### src/rtl/alu_issue_stage.sv
// alu_issue_stage: RV32I operand select/forward and ALU opcode encode, feeding the ALU
// through a 2-entry skid buffer so in_ready never depends combinationally on out_ready.
module alu_issue_stage #(
    parameter int XLEN    = 32,
    parameter int RADDR_W = 5,
    parameter bit FWD_EN  = 1'b1
) (
    input  logic               clock,
    input  logic               reset,
    input  logic               flush,
    input  logic               in_valid,
    output logic               in_ready,
    input  logic [RADDR_W-1:0] rs1_addr,
    input  logic [RADDR_W-1:0] rs2_addr,
    input  logic [XLEN-1:0]    rs1_data,
    input  logic [XLEN-1:0]    rs2_data,
    input  logic [XLEN-1:0]    imm,
    input  logic               use_imm,
    input  logic [2:0]         funct3,
    input  logic               funct7_5,
    input  logic [RADDR_W-1:0] rd_in,
    input  logic               fwd_valid,
    input  logic [RADDR_W-1:0] fwd_rd,
    input  logic [XLEN-1:0]    fwd_data,
    output logic               out_valid,
    input  logic               out_ready,
    output logic [XLEN-1:0]    io_a,
    output logic [XLEN-1:0]    io_b,
    output logic [5:0]         io_opcode,
    output logic [RADDR_W-1:0] rd_out
);
    logic [XLEN-1:0]    n_a, n_b, b_sel, s_a, s_b;
    logic [5:0]         n_op, s_op;
    logic [RADDR_W-1:0] s_rd;
    logic               s_valid, fwd1, fwd2, alt, accept, drain;

    assign fwd1   = FWD_EN && fwd_valid && fwd_rd == rs1_addr && rs1_addr != '0;
    assign fwd2   = FWD_EN && fwd_valid && fwd_rd == rs2_addr && rs2_addr != '0;
    assign n_a    = fwd1 ? fwd_data : rs1_data;
    assign b_sel  = use_imm ? imm : fwd2 ? fwd_data : rs2_data;
    // funct3 001/101 are the shifts: only the 5-bit shamt reaches the ALU
    assign n_b    = funct3[1:0] == 2'b01 ? {{(XLEN-5){1'b0}}, b_sel[4:0]} : b_sel;
    assign alt    = funct3 == 3'b000 ? funct7_5 & ~use_imm : funct3 == 3'b101 ? funct7_5 : 1'b0;
    assign n_op   = {2'b00, funct3, alt};
    assign in_ready = ~s_valid;
    assign accept = in_valid & in_ready;
    assign drain  = ~out_valid | out_ready;

    // skid only fills while main is held, so s_valid implies out_valid
    always_ff @(posedge clock or negedge reset) begin
        if (!reset) begin
            out_valid <= 1'b0;
            s_valid   <= 1'b0;
            io_a      <= '0;
            io_b      <= '0;
            io_opcode <= '0;
            rd_out    <= '0;
            s_a       <= '0;
            s_b       <= '0;
            s_op      <= '0;
            s_rd      <= '0;
        end else if (flush) begin
            out_valid <= 1'b0;
            s_valid   <= 1'b0;
        end else if (drain) begin
            out_valid <= s_valid | accept;
            s_valid   <= 1'b0;
            if (s_valid) begin
                io_a      <= s_a;
                io_b      <= s_b;
                io_opcode <= s_op;
                rd_out    <= s_rd;
            end else if (accept) begin
                io_a      <= n_a;
                io_b      <= n_b;
                io_opcode <= n_op;
                rd_out    <= rd_in;
            end
        end else if (accept) begin
            s_valid <= 1'b1;
            s_a     <= n_a;
            s_b     <= n_b;
            s_op    <= n_op;
            s_rd    <= rd_in;
        end
    end
endmodule

### config.mk
export PLATFORM = sky130hd
export DESIGN_NAME = alu_issue_stage
export DESIGN_NICKNAME = d
export VERILOG_FILES = /design/src/rtl/alu_issue_stage.sv
export SDC_FILE = /design/constraint.sdc
export NUM_CORES = 1
export LEC_CHECK = 0
export CAP_MARGIN = 40
export CELL_PAD_IN_SITES_DETAIL_PLACEMENT = 1
export CELL_PAD_IN_SITES_GLOBAL_PLACEMENT = 2
export CORE_UTILIZATION = 30
export CTS_CLUSTER_SIZE = 25
export DETAILED_ROUTE_END_ITERATION = 6
export PLACE_DENSITY = 0.91
export RECOVER_POWER = 100
export SETUP_SLACK_MARGIN = 0.4
export SLEW_MARGIN = 15
export SYNTH_ARGS = -nofsm -noshare
export SYNTH_HDL_FRONTEND = slang
export SYNTH_SLANG_ARGS = --single-unit
### constraint.sdc
create_clock -name clock -period 4.1 [get_ports clock]
set_clock_uncertainty 0.05 [all_clocks]
set_input_delay 1.23 -clock clock [delete_from_list [all_inputs] [get_ports clock]]
set_output_delay 1.23 -clock clock [all_outputs]
set_load 0.02 [all_outputs]
==> summary.md <==
| Metric | Value |
|---|---|
| F_max | 302 MHz |
| Final worst path period share | 0.808 |
| TritonCTS clock tree | built |
| WL/cell | 20.2 um |
| Clock period minus final worst setup slack | 3310 ps |
| Syn avg cell area | 9.10 sq um |
| Failing checks | capacitance limit, slew limit |
| Drc violations | 0 |
| Warnings from Yosys | 0 |
| VDD IR max | 202 uV |
| IO Count | 236 |
| Gp weighted congestion | 0.849 |
| Final ANT Viol Nets | 0 |
| Setup TNS | 0 ps |
| Largest net degree at the start of global routing | 126 |
| Cell taking the most area after synthesis | dfrtp_1 |
| Worst skew pair latency | 420 ps |
| CTS Buffer Depth | 2 |
| Die area | 26100 sq um |
| Slew headroom | -0.284 |
| Placed Cells | 1349 |
| Worst Hold Class | reg -> reg |
| Final std cells w/o fill | 1382 |
| Flops & latches, synth | 148 |
| Worst setup EP type | register |
| WL final | 27.9 mm |
| CP Max Fanout | 68 |
| Starting Density | 0.305 |
| Cts bufs inserted | 17 |
| Total GRT Usage | 0.216 |
| Die X | 162 um |
| Seq. cell area | 3710 sq um |
| CP arrival | 3550 ps |
| Post-Syn Instances | 839 |
| Synthesized area | 7630 sq um |
| Yosys top cell area share | 0.485 |
| Via count | 7135 |
| Grt total ovfl | 0 |
| Nets@finish | 1197 |
| Leakage | 4.25 nW |
| Pwr Density | 425 nW/um^2 |
| CP Data Required Time | 4330 ps |
| DR iter-0 viols | 430 |
| Fill cells | 2843 |
| Port bufs | 233 |
| Hpwl dp | 19.2 mm |
| Sequential-to-total area share from yosys stat | 0.485 |
| Core area | 25000 sq um |
| Cell family with most CP delay | buffers and inverters |
| Kind of critical path | in -> reg |
| PostCTS Resize Cnt | 0 |
| Dpl ws | 748 ps |
| Vias in the first global route | 7250 |
| TritonRoute pass-1 iters | 4 |
| Outcome | complete, but fails checks |
| Most frequent CP cell | a21oi_1 |
| Fraction of layout cells with a size suffix above 1 | 0.0590 |
| Actual slew at the worst max-slew pin | 1930 ps |
| Initial antenna violation count | 1 |
| Max stage delay cell, worst path | clkbuf_2 |
| CTS Hold Bufs | 0 |
| First-pass GRT wire length | 43.0 mm |
| Largest cells by area after synthesis | dfrtp_1, a21oi_1, mux2i_1, o21ai_0, o21ai_1 |
| Buffers & Inverters on Critical Path | 2 |
| Final hold slack | 422 ps |
| Max-Cap Viols | 1 |
| Synth cell types | 34 |
| Root Driver | clkbuf_16 |
| Die Y | 162 um |
| Crit-path max cell delay | 1060 ps |
| Final worst slack | 785 ps |
| Critical path launch point type | input port |
| Vias per cell | 5.16 |
| CTS HTree Levels | 4 |
| Multi-input gate area | 3570 sq um |
| # setup viols final | 0 |
| FP Rows | 58 |
| RSZ-0062 raised after global routing | no |
| Sink Count | 148 |
| Area growth, synth to finish | 41.1% |
| Max Slew Vio Count | 72 |
| Fin. Hold Viols | 0 |
| Critical Path, Cell by Cell | clkdlybuf4s50_1 -> and2b_1 -> nand3_4 -> clkbuf_2 -> nor2_1 -> a21oi_1 -> a21oi_1 |
| Total setup buffers inserted after CTS | 0 |
| CTS clk-pin slew, worst paths | 60 ps |
==> synthesized netlist by cell type <==
| master | instances |
|---|---|
| a211oi_4 | 1 |
| a21oi_1 | 162 |
| and2b_1 | 1 |
| and3_1 | 32 |
| and4_1 | 1 |
| buf_1 | 6 |
| buf_2 | 11 |
| buf_4 | 2 |
| buf_6 | 3 |
| buf_8 | 3 |
| clkbuf_1 | 47 |
| conb_1 | 1 |
| dfrtp_1 | 148 |
| inv_1 | 2 |
| mux2_2 | 8 |
| mux2i_1 | 77 |
| nand2_1 | 78 |
| nand2b_1 | 2 |
| nand3_1 | 2 |
| nor2_1 | 39 |
| nor2_2 | 2 |
| nor3_1 | 3 |
| nor3_4 | 1 |
| nor4_1 | 1 |
| o211ai_1 | 28 |
| o21a_1 | 1 |
| o21ai_0 | 106 |
| o21ai_1 | 59 |
| o41ai_2 | 1 |
| or2_0 | 1 |
| or3_1 | 1 |
| or3b_1 | 1 |
| xnor2_1 | 5 |
| xor2_1 | 3 |
==> kinds of logic (layout without fill, tap and decap cells) <==
| group | after synthesis | in the layout | share of synthesized area |
|---|---|---|---|
| buf+inv | 74 | 285 | 0.0465 |
| other cells | 1 | 3 | 0.000491 |
| simple gates | 165 | 165 | 0.0982 |
| mux | 85 | 85 | 0.113 |
| compound gates | 358 | 358 | 0.248 |
| xor+xnor | 8 | 8 | 0.00918 |
| flops | 148 | 148 | 0.485 |
==> through the flow <==
stage	util	area, sq um	power [W]
6_report	0.430	10800	0.00458
2_1_floorplan	-	7640	0.00251
4_1_cts	0.432	10800	0.00470
3_5_place_dp	0.410	10300	0.00317
3_3_place_gp	0.409	10200	0.00312
5_1_grt	0.430	10800	0.00480
==> cells in the final DEF (no fill, tap or decap), types with 2 or more instances in the layout <==
| master | Yosys | layout |
|---|---|---|
| nor3_1 | 3 | 4 |
| clkdlybuf4s50_1 | 0 | 153 |
| a21oi_1 | 162 | 162 |
| clkbuf_16 | 0 | 17 |
| inv_6 | 0 | 4 |
| clkinv_2 | 0 | 2 |
| buf_4 | 2 | 8 |
| mux2i_1 | 77 | 77 |
| buf_12 | 0 | 5 |
| nand2_1 | 78 | 78 |
| nand2b_1 | 2 | 2 |
| o211ai_1 | 28 | 28 |
| and3_1 | 32 | 32 |
| clkinvlp_4 | 0 | 2 |
| conb_1 | 1 | 2 |
| xnor2_1 | 5 | 5 |
| mux2_2 | 8 | 8 |
| nor2_1 | 39 | 40 |
| xor2_1 | 3 | 3 |
| clkbuf_1 | 47 | 3 |
| o21ai_0 | 106 | 158 |
| clkinv_4 | 0 | 4 |
| dfrtp_1 | 148 | 147 |
| clkbuf_2 | 0 | 5 |
| o21ai_1 | 59 | 7 |
| dlygate4sd3_1 | 0 | 79 |
| inv_1 | 2 | 2 |
==> metal layers <==
layer	share of wire	track usage
met1	0.47	0.298
met2	0.47	0.339
met4	0.021	0.0763
met5	0	0
met3	0.041	0.0385
==> power breakdown <==
part	switching, W	internal, W
combinational	0.000609	0.000517
clock	0.000671	0.000845
sequential	0.000180	0.00176
total	0.00146	0.00312
==> worst register-to-register path, stage by stage, from the launching register on <==
cell and delay, ps:
dfrtp_4 430, buf_4 470, nor2_1 170, nand3_4 160, clkbuf_2 1060, nor2_1 160, a21oi_1 200, a21oi_1 70
==> worst paths after layout <==
| kind | endpoint | from | slack (ps) | depth (start not counted) |
|---|---|---|---|---|
| min in group asynchronous | s_rd[4] | reset | 1270 | 1 |
| max in group asynchronous | io_a[22] | reset | 1040 | 2 |
| worst min register to register | s_a[17] | s_a[17] | 420 | 2 |
| worst min-delay path | s_a[17] | s_a[17] | 420 | 2 |
| worst max register to register | s_b[23] | s_valid | 1200 | 7 |
| worst max-delay path | s_b[23] | out_ready | 790 | 7 |
==> cell type report <==
type / instances / share of cell area
flip-flops and latches: 148 / 0.344
inverters: 2 / 0.000697
repair buffers: 251 / 0.233
clock buffers: 19 / 0.0402
diodes: 1 / 0.000232
clock inverters: 13 / 0.0116
multi-input cells: 618 / 0.332
well taps: 330 / 0.0383
==> state kept, by name, indices dropped and copies added (netlist names) <==
name / cells
s_b: 32
io_b: 32
out_valid: 1
io_opcode: 4
s_valid: 1
s_op: 4
io_a: 32
rd_out: 5
s_rd: 5
s_a: 32
Note: power is estimated with default switching activity, not from simulation.
